[src/rtl/mux_pkg.sv]
// mux_pkg: shared index helpers and arbiter state type for arb_mux.
package mux_pkg;
  localparam int MAX_CH_BITS = 4;
  function automatic int ch_bits(input int n);
    return (n > 1) ? $clog2(n) : 1;
  endfunction
  function automatic logic [MAX_CH_BITS-1:0] wrap_inc(input logic [MAX_CH_BITS-1:0] idx, input int n);
    return (int'(idx) + 1 >= n) ? '0 : idx + MAX_CH_BITS'(1);
  endfunction
  typedef struct packed {
    logic [MAX_CH_BITS-1:0] rr_ptr;
    logic                   locked;
    logic [MAX_CH_BITS-1:0] lock_ch;
  } arb_state_t;
endpackage

[src/rtl/rr_arbiter.sv]
// rr_arbiter: combinational round-robin grant starting at rr_ptr, optionally pinned to lock_ch.
module rr_arbiter
  import mux_pkg::*;
#(
  parameter  int NUM_CH  = 4,
  localparam int CH_BITS = ch_bits(NUM_CH)
) (
  input  logic [NUM_CH-1:0]      req,
  input  logic [MAX_CH_BITS-1:0] rr_ptr,
  input  logic                   lock,
  input  logic [MAX_CH_BITS-1:0] lock_ch,
  output logic [NUM_CH-1:0]      grant,
  output logic [CH_BITS-1:0]     grant_idx
);
  logic [NUM_CH-1:0]   w_req;
  logic [2*NUM_CH-1:0] w_rot;
  logic [MAX_CH_BITS:0] w_s;
  assign w_req = lock ? (req & (NUM_CH'(1) << lock_ch)) : req;
  assign w_rot = {w_req, w_req} >> rr_ptr;
  // scan from the far end so the nearest requester in search order wins
  always_comb begin
    grant = '0;
    grant_idx = '0;
    w_s = '0;
    for (int k = NUM_CH - 1; k >= 0; k--) begin
      if (w_rot[k]) begin
        w_s = {1'b0, rr_ptr} + (MAX_CH_BITS+1)'(k);
        w_s = (w_s >= (MAX_CH_BITS+1)'(NUM_CH)) ? w_s - (MAX_CH_BITS+1)'(NUM_CH) : w_s;
        grant = NUM_CH'(1) << w_s;
        grant_idx = CH_BITS'(w_s);
      end
    end
  end
endmodule

[src/rtl/arb_mux.sv]
// arb_mux: N-channel round-robin arbitrating mux with registered output stage.
// Define ARB_MUX_LOCK_EN to add in_last/out_last and hold the grant for a whole burst.
module arb_mux
  import mux_pkg::*;
#(
  parameter  int NUM_CH    = 4,
  parameter  int DATA_BITS = 8,
  localparam int CH_BITS   = ch_bits(NUM_CH)
) (
  input  logic                              clk,
  input  logic                              reset_n,
  input  logic [NUM_CH-1:0]                 in_valid,
  output logic [NUM_CH-1:0]                 in_ready,
  input  logic [NUM_CH-1:0][DATA_BITS-1:0]  in_data,
`ifdef ARB_MUX_LOCK_EN
  input  logic [NUM_CH-1:0]                 in_last,
  output logic                              out_last,
`endif
  output logic                              out_valid,
  input  logic                              out_ready,
  output logic [DATA_BITS-1:0]              out_data,
  output logic [CH_BITS-1:0]                out_ch
);
  arb_state_t           r_st;
  logic                 r_out_valid;
  logic [DATA_BITS-1:0] r_out_data;
  logic [CH_BITS-1:0]   r_out_ch;
  logic [NUM_CH-1:0]    w_grant;
  logic [CH_BITS-1:0]   w_g;
  logic                 w_load_ok;
  logic                 w_acc;
  rr_arbiter #(.NUM_CH(NUM_CH)) u_arb (
    .req       (in_valid),
    .rr_ptr    (r_st.rr_ptr),
    .lock      (r_st.locked),
    .lock_ch   (r_st.lock_ch),
    .grant     (w_grant),
    .grant_idx (w_g)
  );
  assign w_load_ok = !r_out_valid || out_ready;
  assign in_ready  = w_grant & {NUM_CH{w_load_ok}};
  assign w_acc     = |(in_valid & in_ready);
  assign out_valid = r_out_valid;
  assign out_data  = r_out_data;
  assign out_ch    = r_out_ch;
`ifdef ARB_MUX_LOCK_EN
  logic r_out_last;
  assign out_last = r_out_last;
`endif
  always_ff @(posedge clk or negedge reset_n) begin
    if (!reset_n) begin
      r_st        <= '0;
      r_out_valid <= 1'b0;
      r_out_data  <= '0;
      r_out_ch    <= '0;
`ifdef ARB_MUX_LOCK_EN
      r_out_last  <= 1'b0;
`endif
    end else if (w_acc) begin
      r_out_valid <= 1'b1;
      r_out_data  <= in_data[w_g];
      r_out_ch    <= w_g;
`ifdef ARB_MUX_LOCK_EN
      r_out_last  <= in_last[w_g];
      r_st.locked <= !in_last[w_g];
      r_st.lock_ch <= MAX_CH_BITS'(w_g);
      if (in_last[w_g]) r_st.rr_ptr <= wrap_inc(MAX_CH_BITS'(w_g), NUM_CH);
`else
      r_st.rr_ptr <= wrap_inc(MAX_CH_BITS'(w_g), NUM_CH);
`endif
    end else if (out_ready) begin
      r_out_valid <= 1'b0;
    end
  end
endmodule

[config.mk]
export PLATFORM = sky130hd
export DESIGN_NAME = arb_mux
export DESIGN_NICKNAME = d
export VERILOG_FILES = /design/src/rtl/mux_pkg.sv /design/src/rtl/rr_arbiter.sv /design/src/rtl/arb_mux.sv
export SDC_FILE = /design/constraint.sdc
export NUM_CORES = 1
export LEC_CHECK = 0
export ABC_AREA = 1
export CORE_UTILIZATION = 25
export CTS_CLUSTER_DIAMETER = 80
export DETAILED_ROUTE_END_ITERATION = 6
export GPL_TIMING_DRIVEN = 1
export MAX_ROUTING_LAYER = met4
export PLACE_DENSITY_LB_ADDON = 0.15
export REMOVE_ABC_BUFFERS = 1
export SYNTH_ARGS = -nofsm -noshare
export SYNTH_HDL_FRONTEND = slang
export SYNTH_SLANG_ARGS = --single-unit
[constraint.sdc]
create_clock -name clk -period 5.1 [get_ports clk]
set_input_delay 1.02 -clock clk [delete_from_list [all_inputs] [get_ports clk]]
set_output_delay 1.02 -clock clk [all_outputs]
set_load 0.005 [all_outputs]
# == After elaboration in Yosys (flattened, before gate mapping) ==
# Index checks and enable logic that the tools add are counted.
# word_totals
regBits,15
input_bits,39
out_inout_bits,15
word_cells,50
# op_classes
add_sub_neg,9
magnitude_cmp,6
shift,6
muxes,18
n_bitwise,3
n_reduce_logical,4
# ops
op,n
4-bit two-way mux,5
5-bit two-way mux,4
"1-bit by 5-bit << shifter with 4-bit output, first input constant",4
8-bit binary-select mux with 2-bit select,1
"5-bit by 3-bit greater-or-equal comparator with 1-bit output, second input constant",3
"5-bit by 3-bit subtractor with 5-bit output, second input constant",3
4-bit bitwise AND,3
"4-bit by 2-bit adder with 5-bit output, second input constant",2
2-bit two-way mux,4
8-bit two-way mux,1
8-bit by 4-bit >> shifter with 4-bit output,1
"2-bit by 1-bit adder with 3-bit output, second input constant",2
"4-bit by 1-bit adder with 5-bit output, second input constant",1
"4-bit by 3-bit subtractor with 5-bit output, second input constant",1
"4-bit by 3-bit greater-or-equal comparator with 1-bit output, second input constant",1
4-bit OR reduction,1
"1-bit by 4-bit << shifter with 4-bit output, first input constant",1
"3-bit greater-or-equal comparator, second input constant",1
"2-bit by 3-bit less-than comparator with 1-bit output, second input constant",1
3-bit two-way mux,1
1-bit two-way mux,2
2-bit nonzero test,1
1-bit zero test,1
1-bit logical OR,1

# == Logic depth before layout (Yosys ltp) ==
# depth
ltp_word,12
depth_mapped,17
ltp_nobuf,16

# == Modules after synthesis ==
# Synthesis repeated with hierarchy kept, for this count alone.
# hier_totals
hier_cells,317
hier_area_um2,1996.9
# modules_own_cells
module,instances,cells_each,area_each_um2,seq_area_each_um2
rr_arbiter,1,179,1008.5,0.0
arb_mux,1,138,988.4,350.3

# == Least setup slack after synthesis ==
# Ideal clock, no wire load.
# synth_path
path_kind,in2out
start,in in_valid[3]
end,out in_ready[3]
arrival_ps,1794
t_required_ps,4080
slack_ps,2286
stages,9
path_buffers,0
cell_sequence,inv_2 nand2_1 nand3_1 nand2_2 inv_2 nand3_2 nor2_1 o21bai_1 a21boi_0
# synth_between
elab_chain_cells,8
# synth_lines
item,line_no,source
"start, declared",arb_mux.sv:12,"input logic [NUM_CH-1:0] in_valid,"
4-bit bitwise AND,rr_arbiter.sv:18,assign w_req = lock ? (req & (NUM_CH'(1) << lock_ch)) : req;
4-bit two-way mux *,rr_arbiter.sv:18,
8-bit by 4-bit >> shifter with 4-bit output *,rr_arbiter.sv:19,"assign w_rot = {w_req, w_req} >> rr_ptr;"
4-bit two-way mux (3 in series),rr_arbiter.sv:26,if (w_rot[k]) begin
4-bit two-way mux *,rr_arbiter.sv:26,
4-bit bitwise AND *,arb_mux.sv:41,assign in_ready = w_grant & {NUM_CH{w_load_ok}};
"end, declared",arb_mux.sv:13,"output logic [NUM_CH-1:0] in_ready,"
# Every way passes the cells marked *; elsewhere a longest branch is shown, timed or not.

# == Worst setup path after layout ==
# Ends and elaborated chain as after synthesis.

==> results_dict.tcl <==
set metrics [dict create \
    rsz0062_at_grt "no" \
    min_period_ps 3990 \
    ys_seq_elements 14 \
    design_area_mm2 0.00216 \
    setup_viol 0 \
    placed_cell_area_mm2 0.00212 \
    r2r_cells 12 \
    clkSinkCount 14 \
    hold_end "out_ch[0]" \
    nFillCells 679 \
    cp.arrival_ps 2970 \
    htreeDepth 1 \
    power_density_mw_per_mm2 727 \
    routed_wl_um 4120 \
    antenna_found_initial 0 \
    worst_path_largest_cell_delay_ps 520 \
    path_cells "clkdlybuf4s50_1 -> inv_2 -> nand2_1 -> nand3_1 -> nand2_2 -> inv_2 -> nand3_2 -> nor2_1 -> o21bai_1 -> a21boi_0 -> clkdlybuf4s50_1" \
    insertedDiodeCount 0 \
    track_usage 0.137 \
    io_pins 54 \
    rows 28 \
    cts_resized 0 \
    yosysSeqAreaShare 0.222 \
    cts_root_buffer "clkbuf_8" \
    holdPathStages 2 \
    synth_xor_area_frac 0 \
    end_kind "primary output" \
    cp_num_buf_inv 4 \
    first_pass_iters 4 \
    fin_tns_setup_ps 0 \
    relSlewSlack 0.570 \
    critical_path_peak_fanout 5 \
    start_util 0.262 \
    grt_overflow_total 0 \
    min_from "out_ch[0]" \
    synth_compound_area_frac 0.0475 \
    grt_pass1_vias 1523 \
    crit_family "buffers and inverters" \
    total_power_mw 1.57 \
    drv_cap 0 \
    cts_tree "built" \
    vias 1632 \
    fin_skew_ps 1.28 \
    clk_path_buf_depth 2 \
    cts_buffers 3 \
    p_leak_nw 1.16 \
    clk_latency_ps 240 \
    vias_per_cell 4.24 \
    fin_crit_sh 0.782 \
    final_cell_mix "92 x nand2_1, 53 x clkdlybuf4s50_1, 40 x inv_1" \
    maxSlewViolCount 0 \
    utilization 0.359 \
    synth_area_leaders "dfrtp_1 22%, nand2_1 22%, nand3_1 12%" \
    critPathRequiredTime_ps 4080 \
    drt-initial-drc-count 48 \
    crit_type "input pin to primary output" \
    place_congestion 0.907 \
    final_common_cell "nand2_1" \
    dieWidth_um 81.5 \
    netlist.area_leader.share 0.222 \
    rr_startpoint "r_st[5]" \
    yosys.area_share.simple 0.535 \
    die-area_mm2 0.00665 \
    die_height_um 81.5 \
    wl_per_cell_um 10.7 \
    synth_cells 263 \
    ir_worst_vdd_mv 0.226 \
    port_buffers 53 \
    yosys.area.top_type "dfrtp_1" \
    crit_cells 11 \
    regToRegSetupSlack_ps 2410 \
    ant_nets 0 \
    muxShareOfSynthArea 0 \
    cp-start-kind "input pin" \
    area_growth_syn_to_layout_pct 36.6 \
    coreArea_mm2 0.00603 \
    dp_hpwl_um 3220 \
    ys_types 27 \
    grt_max_degree 21 \
    postCtsSetupRepairBufs 0 \
    syn_avg_cell_area_um2 6.01 \
    synth_top_family_by_area "simple AND/OR/NAND/NOR gates" \
    max_freq_ghz 0.251 \
    status "complete, no violations" \
    layout-drive-gt1-share 0.145 \
    synthAdderAreaFrac 0.0237 \
    finalNetCount 354 \
    grt_first_pass_wirelength_um 6880 \
    worst_slack_ps 1110 \
    holdCritPathClass "register to register" \
    hold_buffers 0 \
    slowest_stage "clkdlybuf4s50_1" \
    drc 0 \
    clkTransAtPathRegs_ps 50 \
    worstMarginPinSlew_ps 642 \
    netlist_area_mm2 0.00158 \
    r2r-end "out_data[7]" \
    yosysWarnings 5 \
    dp_slack_ps 1140 \
    hold_viol_final 0 \
]
==> cell families after synthesis <==
family / after synthesis
simple gates: 176
buf+inv: 58
flops: 14
compound gates: 12
fa+ha+maj: 3
==> per-layer routing <==
| layer | vias up | track usage | wire (um) |
|---|---|---|---|
| li1 | 898 | - | - |
| met1 | 677 | 0.172 | 1970 |
| met2 | 55 | 0.228 | 1850 |
| met3 | 2 | 0.0222 | 262 |
| met4 | 0 | 0.0321 | 33 |
| met5 | - | - | 0 |
==> synthesized netlist by cell type, drive strengths merged <==
master and instances:
a21boi 2, buf 9, a21oi 5, clkinv 1, nor3 1, o21bai 1, o311a 1, inv 48
nor2 16, dfrtp 14, and2 1, ha 3, nand3 44, o21ai 2, o31ai 1, nand2 114
==> layout make-up <==
type / instances / area [um2] / area share
Clock buffer: 3 / 41.3 / 0.0191
Inverter: 49 / 186 / 0.0863
Multi-Input combinational cell: 191 / 958 / 0.444
Sequential cell: 14 / 350 / 0.162
Tap cell: 75 / 93.8 / 0.0434
Timing Repair Buffer: 53 / 531 / 0.246
==> worst max-delay path by stage <==
| stage | start | endpoint | slack (ps) |
|---|---|---|---|
| 2_1_floorplan | in_valid[3] | in_ready[3] | 2270 |
| 3_3_place_gp | in_valid[2] | in_ready[2] | 1140 |
| 3_5_place_dp | in_valid[3] | in_ready[3] | 1140 |
| 4_1_cts | in_valid[3] | in_ready[3] | 1130 |
| 5_1_grt | in_valid[3] | in_ready[3] | 960 |
| 6_report | in_valid[3] | in_ready[3] | 1110 |
==> tightest hold or removal path, cell delays in order (launching register included) <==
cell and delay [ps]:
dfrtp_1 340, nand3_1 70, nand2_1 60
==> per-stage QoR <==
step | hold slack, ps | cells
floorplan | 499 | 254
global placement | 491 | 382
detailed placement | 498 | 382
CTS | 513 | 385
global route | 534 | 385
finish | 508 | 385
==> registers in the layout, indices dropped and copies added (netlist names) <==
name,cells
out_valid,1
out_data,8
r_st,3
out_ch,2
==> report_power, final <==
part	total, mW	switching, mW	internal, mW
logic	1.26	0.779	0.480
registers	0.224	0.0516	0.172
clock network	0.0877	0.0356	0.0521
total	1.57	0.866	0.705
(Power assumes the default switching activity.)
